===== config.mk =====
export PLATFORM = sky130hd
export DESIGN_NAME = mem_arb
export DESIGN_NICKNAME = d
export VERILOG_FILES = /design/src/rtl/mem_arb.sv
export SDC_FILE = /design/constraint.sdc
export NUM_CORES = 1
export LEC_CHECK = 0
export ABC_AREA = 1
export CAP_MARGIN = 20
export CORE_AREA = 2 2 109 111
export CTS_CLUSTER_DIAMETER = 50
export DETAILED_ROUTE_END_ITERATION = 8
export DIE_AREA = 0 0 111 113
export SYNTH_ARGS = -nofsm -noshare
export SYNTH_HDL_FRONTEND = slang
export SYNTH_SLANG_ARGS = --single-unit

===== constraint.sdc =====
create_clock -name clk -period 4.2 [get_ports clk]
set_clock_uncertainty 0.1 [all_clocks]
set_input_delay 0.84 -clock clk [delete_from_list [all_inputs] [get_ports clk]]
set_output_delay 0.84 -clock clk [all_outputs]
set_load 0.05 [all_outputs]

===== src/rtl/mem_arb.sv =====
// Two-requester (fetch / load-store) arbiter in front of a single-outstanding memory port.
// Round-robin grant in IDLE, then waits for the one response and routes it back.
module mem_arb #(
    parameter int ADDR_W = 32,
    parameter int DATA_W = 32
) (
    input  logic                clk,
    input  logic                rst,

    input  logic                ifu_req_valid,
    output logic                ifu_req_ready,
    input  logic [ADDR_W-1:0]   ifu_addr,
    output logic                ifu_resp_valid,
    output logic [DATA_W-1:0]   ifu_rdata,

    input  logic                lsu_req_valid,
    output logic                lsu_req_ready,
    input  logic [ADDR_W-1:0]   lsu_addr,
    input  logic                lsu_wen,
    input  logic [DATA_W-1:0]   lsu_wdata,
    input  logic [DATA_W/8-1:0] lsu_wmask,
    output logic                lsu_resp_valid,
    output logic [DATA_W-1:0]   lsu_rdata,

    output logic                mem_req_valid,
    output logic [ADDR_W-1:0]   mem_addr,
    output logic                mem_wen,
    output logic [DATA_W-1:0]   mem_wdata,
    output logic [DATA_W/8-1:0] mem_wmask,
    input  logic                mem_req_ready,
    input  logic                mem_resp_valid,
    input  logic [DATA_W-1:0]   mem_rdata,

    output logic                busy,
    output logic                err
);

    typedef enum logic [1:0] {
        IDLE     = 2'd0,
        WAIT_IFU = 2'd1,
        WAIT_LSU = 2'd2
    } state_t;

    state_t state;
    logic   prio_lsu;
    logic   idle_active;
    logic   grant_lsu;
    logic   handshake;

    // Qualified by rst so every handshake/valid output is quiet while reset is held.
    assign idle_active = rst && (state == IDLE);
    assign grant_lsu   = lsu_req_valid && (!ifu_req_valid || prio_lsu);

    assign mem_req_valid = idle_active && (ifu_req_valid || lsu_req_valid);
    assign handshake     = mem_req_valid && mem_req_ready;

    assign ifu_req_ready = mem_req_valid && !grant_lsu && mem_req_ready;
    assign lsu_req_ready = mem_req_valid &&  grant_lsu && mem_req_ready;

    assign ifu_resp_valid = rst && (state == WAIT_IFU) && mem_resp_valid;
    assign lsu_resp_valid = rst && (state == WAIT_LSU) && mem_resp_valid;
    assign ifu_rdata      = mem_rdata;
    assign lsu_rdata      = mem_rdata;

    assign busy = (state != IDLE);

    // Payload is zero whenever no request is being presented, including while waiting.
    always_comb begin
        mem_addr  = '0;
        mem_wen   = 1'b0;
        mem_wdata = '0;
        mem_wmask = '0;
        if (mem_req_valid) begin
            if (grant_lsu) begin
                mem_addr  = lsu_addr;
                mem_wen   = lsu_wen;
                mem_wdata = lsu_wdata;
                mem_wmask = lsu_wmask;
            end else begin
                mem_addr  = ifu_addr;
            end
        end
    end

    always_ff @(posedge clk or negedge rst) begin
        if (!rst) begin
            state    <= IDLE;
            prio_lsu <= 1'b1;
            err      <= 1'b0;
        end else begin
            case (state)
                IDLE: begin
                    // A response with nothing outstanding is a protocol violation.
                    if (mem_resp_valid) begin
                        err <= 1'b1;
                    end
                    if (handshake) begin
                        state    <= grant_lsu ? WAIT_LSU : WAIT_IFU;
                        prio_lsu <= !grant_lsu;
                    end
                end
                WAIT_IFU, WAIT_LSU: begin
                    if (mem_resp_valid) begin
                        state <= IDLE;
                    end
                end
                default: state <= IDLE;
            endcase
        end
    end

endmodule


==> summary.md <==
| Metric | Value |
|---|---|
| Status | `finished, final reports clean` |
| Hold Path Class | `reg2reg` |
| WL final | `6.35 mm` |
| Vias/cell | `3.73` |
| TritonCTS clock tree | `yes` |
| WS Path Type | `in2out` |
| Total gr overflow | `0` |
| Net switching power | `734 uW` |
| Startpoint types | `primary input` |
| Final period util | `89.5%` |
| R2R cell count | `9` |
| Design Area, Final | `0.00379 mm^2` |
| CTS Buffer Depth | `2` |
| Diodes inserted | `0` |
| Mapped Avg Cell Area | `5.46 um^2` |
| Fin. Hold Viols | `0` |
| Post-synthesis cell area | `0.00161 mm^2` |
| Remaining DRCs | `0` |
| Clock root buffer | `clkbuf_16` |
| Total CTS buffers | `3` |
| Max IR drop VDD | `0.000294 V` |
| DR WL met2 | `3.21 mm` |
| Clock transition at the registers of the reported paths | `0.03 ns` |
| Initial Util | `14.2%` |
| Drt wl/cell | `11.6 um` |
| Met3 routed wirelength | `662 um` |
| Mux contribution to synthesized area | `0%` |
| 1st-iter DRT viols | `45` |
| Comb pwr share | `84.8%` |
| Final setup TNS | `0 ns` |
| Worst-path cell chain | `clkdlybuf4s50_1 -> nand2_1 -> inv_2 -> nand3_1 -> inv_1 -> nand2_1 -> inv_1 -> clkdlybuf4s50_1` |
| Net Sw Frac | `50.7%` |
| Number of global-route vias before repair | `2,146` |
| Yosys warns | `0` |
| R2R Setup Slk | `2.72 ns` |
| IO Pins | `279` |
| Synth Instances | `294` |
| Pwr Total | `1450 uW` |
| Hold path start | `err$_DFFE_PN0P_` |
| Post-CTS setup buffer count | `0` |
| Slowest stage delay, CP | `0.79 ns` |
| Largest net degree at the start of global routing | `39` |
| GRT Total Usage | `9.47%` |
| Hold path depth | `1` |
| Slew HR | `65.1%` |
| Highest metal used | `met4` |
| Sequential element share of the synthesized area | `6.31%` |
| Mapped Nets | `436` |
| Leakage | `0.00167 uW` |
| Power Dens Cells | `382 mW/mm^2` |
| First-pass detailed-route iteration total | `4` |
| Clock sinks | `4` |
| Register bit total from synthesis | `4` |
| First-pass GRT wire length | `9.97 mm` |
| Final setup vio count | `0` |
| # Max-Cap Violations | `0` |
| F_max | `0.266 GHz` |
| PortBufs | `182` |
| Fill cells | `1,173` |
| Routed via count | `2,046` |
| Clock power frac | `10.5%` |
| Worst r2r dst | `state[1]$_DFFE_PN0P_` |
| Clock Latency Late Sink | `0.22 ns` |
| Flop pwr share | `4.6%` |
| Critical path depth in cells | `8` |
| Largest family of logic cells by synthesized area | `simple AND/OR/NAND/NOR gates` |
| Post-layout nets | `548` |
| Required @ worst endpoint | `3.26 ns` |
| RR Startpoint | `state[0]$_DFFE_PN0P_` |
| CTS hold repair buffers | `0` |
| Peak fanout along the critical path | `7` |
| Die H | `113 um` |
| Post-DRT Antenna Nets | `0` |
| Simple-gate area share of the yosys netlist | `48.5%` |
| Synth Area in Compound Gates | `1.48%` |
| Share of cells above drive strength 1 | `23.2%` |
| Adder-cell share of the synthesized area | `2.34%` |
| P&R area growth vs syn | `136%` |
| Core area | `0.0113 mm^2` |
| Initial antenna violation count | `0` |
| Horiz. Die Dim | `111 um` |
| Htree depth | `1` |
| Critical-path top delay cell | `clkdlybuf4s50_1` |
| # rows | `39` |
| Post-synth cell types | `18` |
| Critical Path Sink Type | `output pin` |
| RSZ-0062 raised after global routing | `no` |
| Internal power | `714 uW` |
| Die Area | `0.0125 mm^2` |
| Top delay family on crit path | `buffers and inverters` |
| Placed Area | `0.00371 mm^2` |
| Post-CTS resize count | `0` |
| GPL Wtd Cong | `0.806` |
| CP bufs+invs | `5` |
| Worst setup startpoint | `rst` |
| Post-Route M1 WL | `2.35 mm` |
| DP Wirelength | `5.45 mm` |
| Post-Synth XOR/XNOR Area | `0%` |
| Fin. max-slew vios | `0` |
| Hold Path Sink | `err$_DFFE_PN0P_` |
| Minimum clock period | `3.76 ns` |
| WP data arrival | `2.82 ns` |
| Worst slew pin tran | `0.522 ns` |
-- cells in the mapped netlist --
master | n | share of area [%]
nand2_1 | 137 | 32
buf_4 | 64 | 30
nor2_1 | 41 | 9.6
inv_1 | 11 | 2.6
nand2_2 | 11 | 4.3
buf_6 | 9 | 6.3
buf_2 | 3 | 0.94
dfrtp_1 | 3 | 4.7
ha_1 | 3 | 2.3
nand3_1 | 3 | 0.94
inv_2 | 2 | 0.47
buf_8 | 1 | 0.94
clkbuf_1 | 1 | 0.23
dfstp_2 | 1 | 1.6
nor2_2 | 1 | 0.39
nor2_8 | 1 | 1.2
o21ai_4 | 1 | 1.0
o21bai_1 | 1 | 0.47
-- registers in the layout (all words and copies together) (netlist names) --
signal and count:
err 1, prio_lsu 1, state 2
-- layout by cell type, fill, tap and decap left out, drive strengths merged --
cell and n:
nand2 148, clkdlybuf4s50 111, buf 74, nor2 43, inv 13, clkbuf 4
nand3 3, ha 3, dfrtp 3, o21ai 1, o21bai 1, dfstp 1
-- how the worst max path moves through the flow --
stage / slack, ns / to
final: 0.44 / ifu_req_ready
after global routing: 0.28 / ifu_req_ready
after CTS: 0.42 / ifu_req_ready
after detailed placement: 0.43 / ifu_req_ready
after global placement: 0.47 / ifu_req_ready
after floorplan: 1.19 / mem_wdata[0]
-- routing by layer --
| layer | vias up | track usage (%) |
|---|---|---|
| met4 | 0 | 2.50 |
| met3 | 18 | 3.11 |
| li1 | 1022 | - |
| met5 | - | 0 |
| met2 | 140 | 18.2 |
| met1 | 866 | 9.89 |
-- layout make-up --
cell class | count | area [um^2] | share of cell area [%]
Sequential cell | 4 | 101 | 2.67
Tap cell | 143 | 179 | 4.72
Multi-Input combinational cell | 199 | 840 | 22.2
Clock buffer | 4 | 78.8 | 2.08
Timing Repair Buffer | 185 | 2540 | 67.1
Inverter | 13 | 48.8 | 1.29
-- cell families after synthesis --
group / Yosys count
AOI/OAI and AO/OA: 2
buffers and inverters: 91
DFF: 4
adders and majority gates: 3
and+or+nand+nor: 194
-- power groups by stage --
stage               clock [uW]  combinational (uW)  sequential [uW]
floorplan                    0                 827             65.3
global placement             0                1230             66.8
detailed placement           0                1240             67.5
CTS                        154                1250             67.2
global route               159                1290             69.5
finish                     152                1230             67.1
-- stage by stage --
stage | worst slack (ns) | hold slack, ns | cells | utilization (%)
finish | 0.441 | 0.385 | 548 | 33.6
floorplan | 1.19 | 0.367 | 294 | -
global placement | 0.472 | 0.361 | 544 | 32.9
detailed placement | 0.427 | 0.374 | 544 | 32.9
CTS | 0.419 | 0.391 | 548 | 33.6
global route | 0.280 | 0.408 | 548 | 33.6
Note: power is estimated with default switching activity, not from simulation.
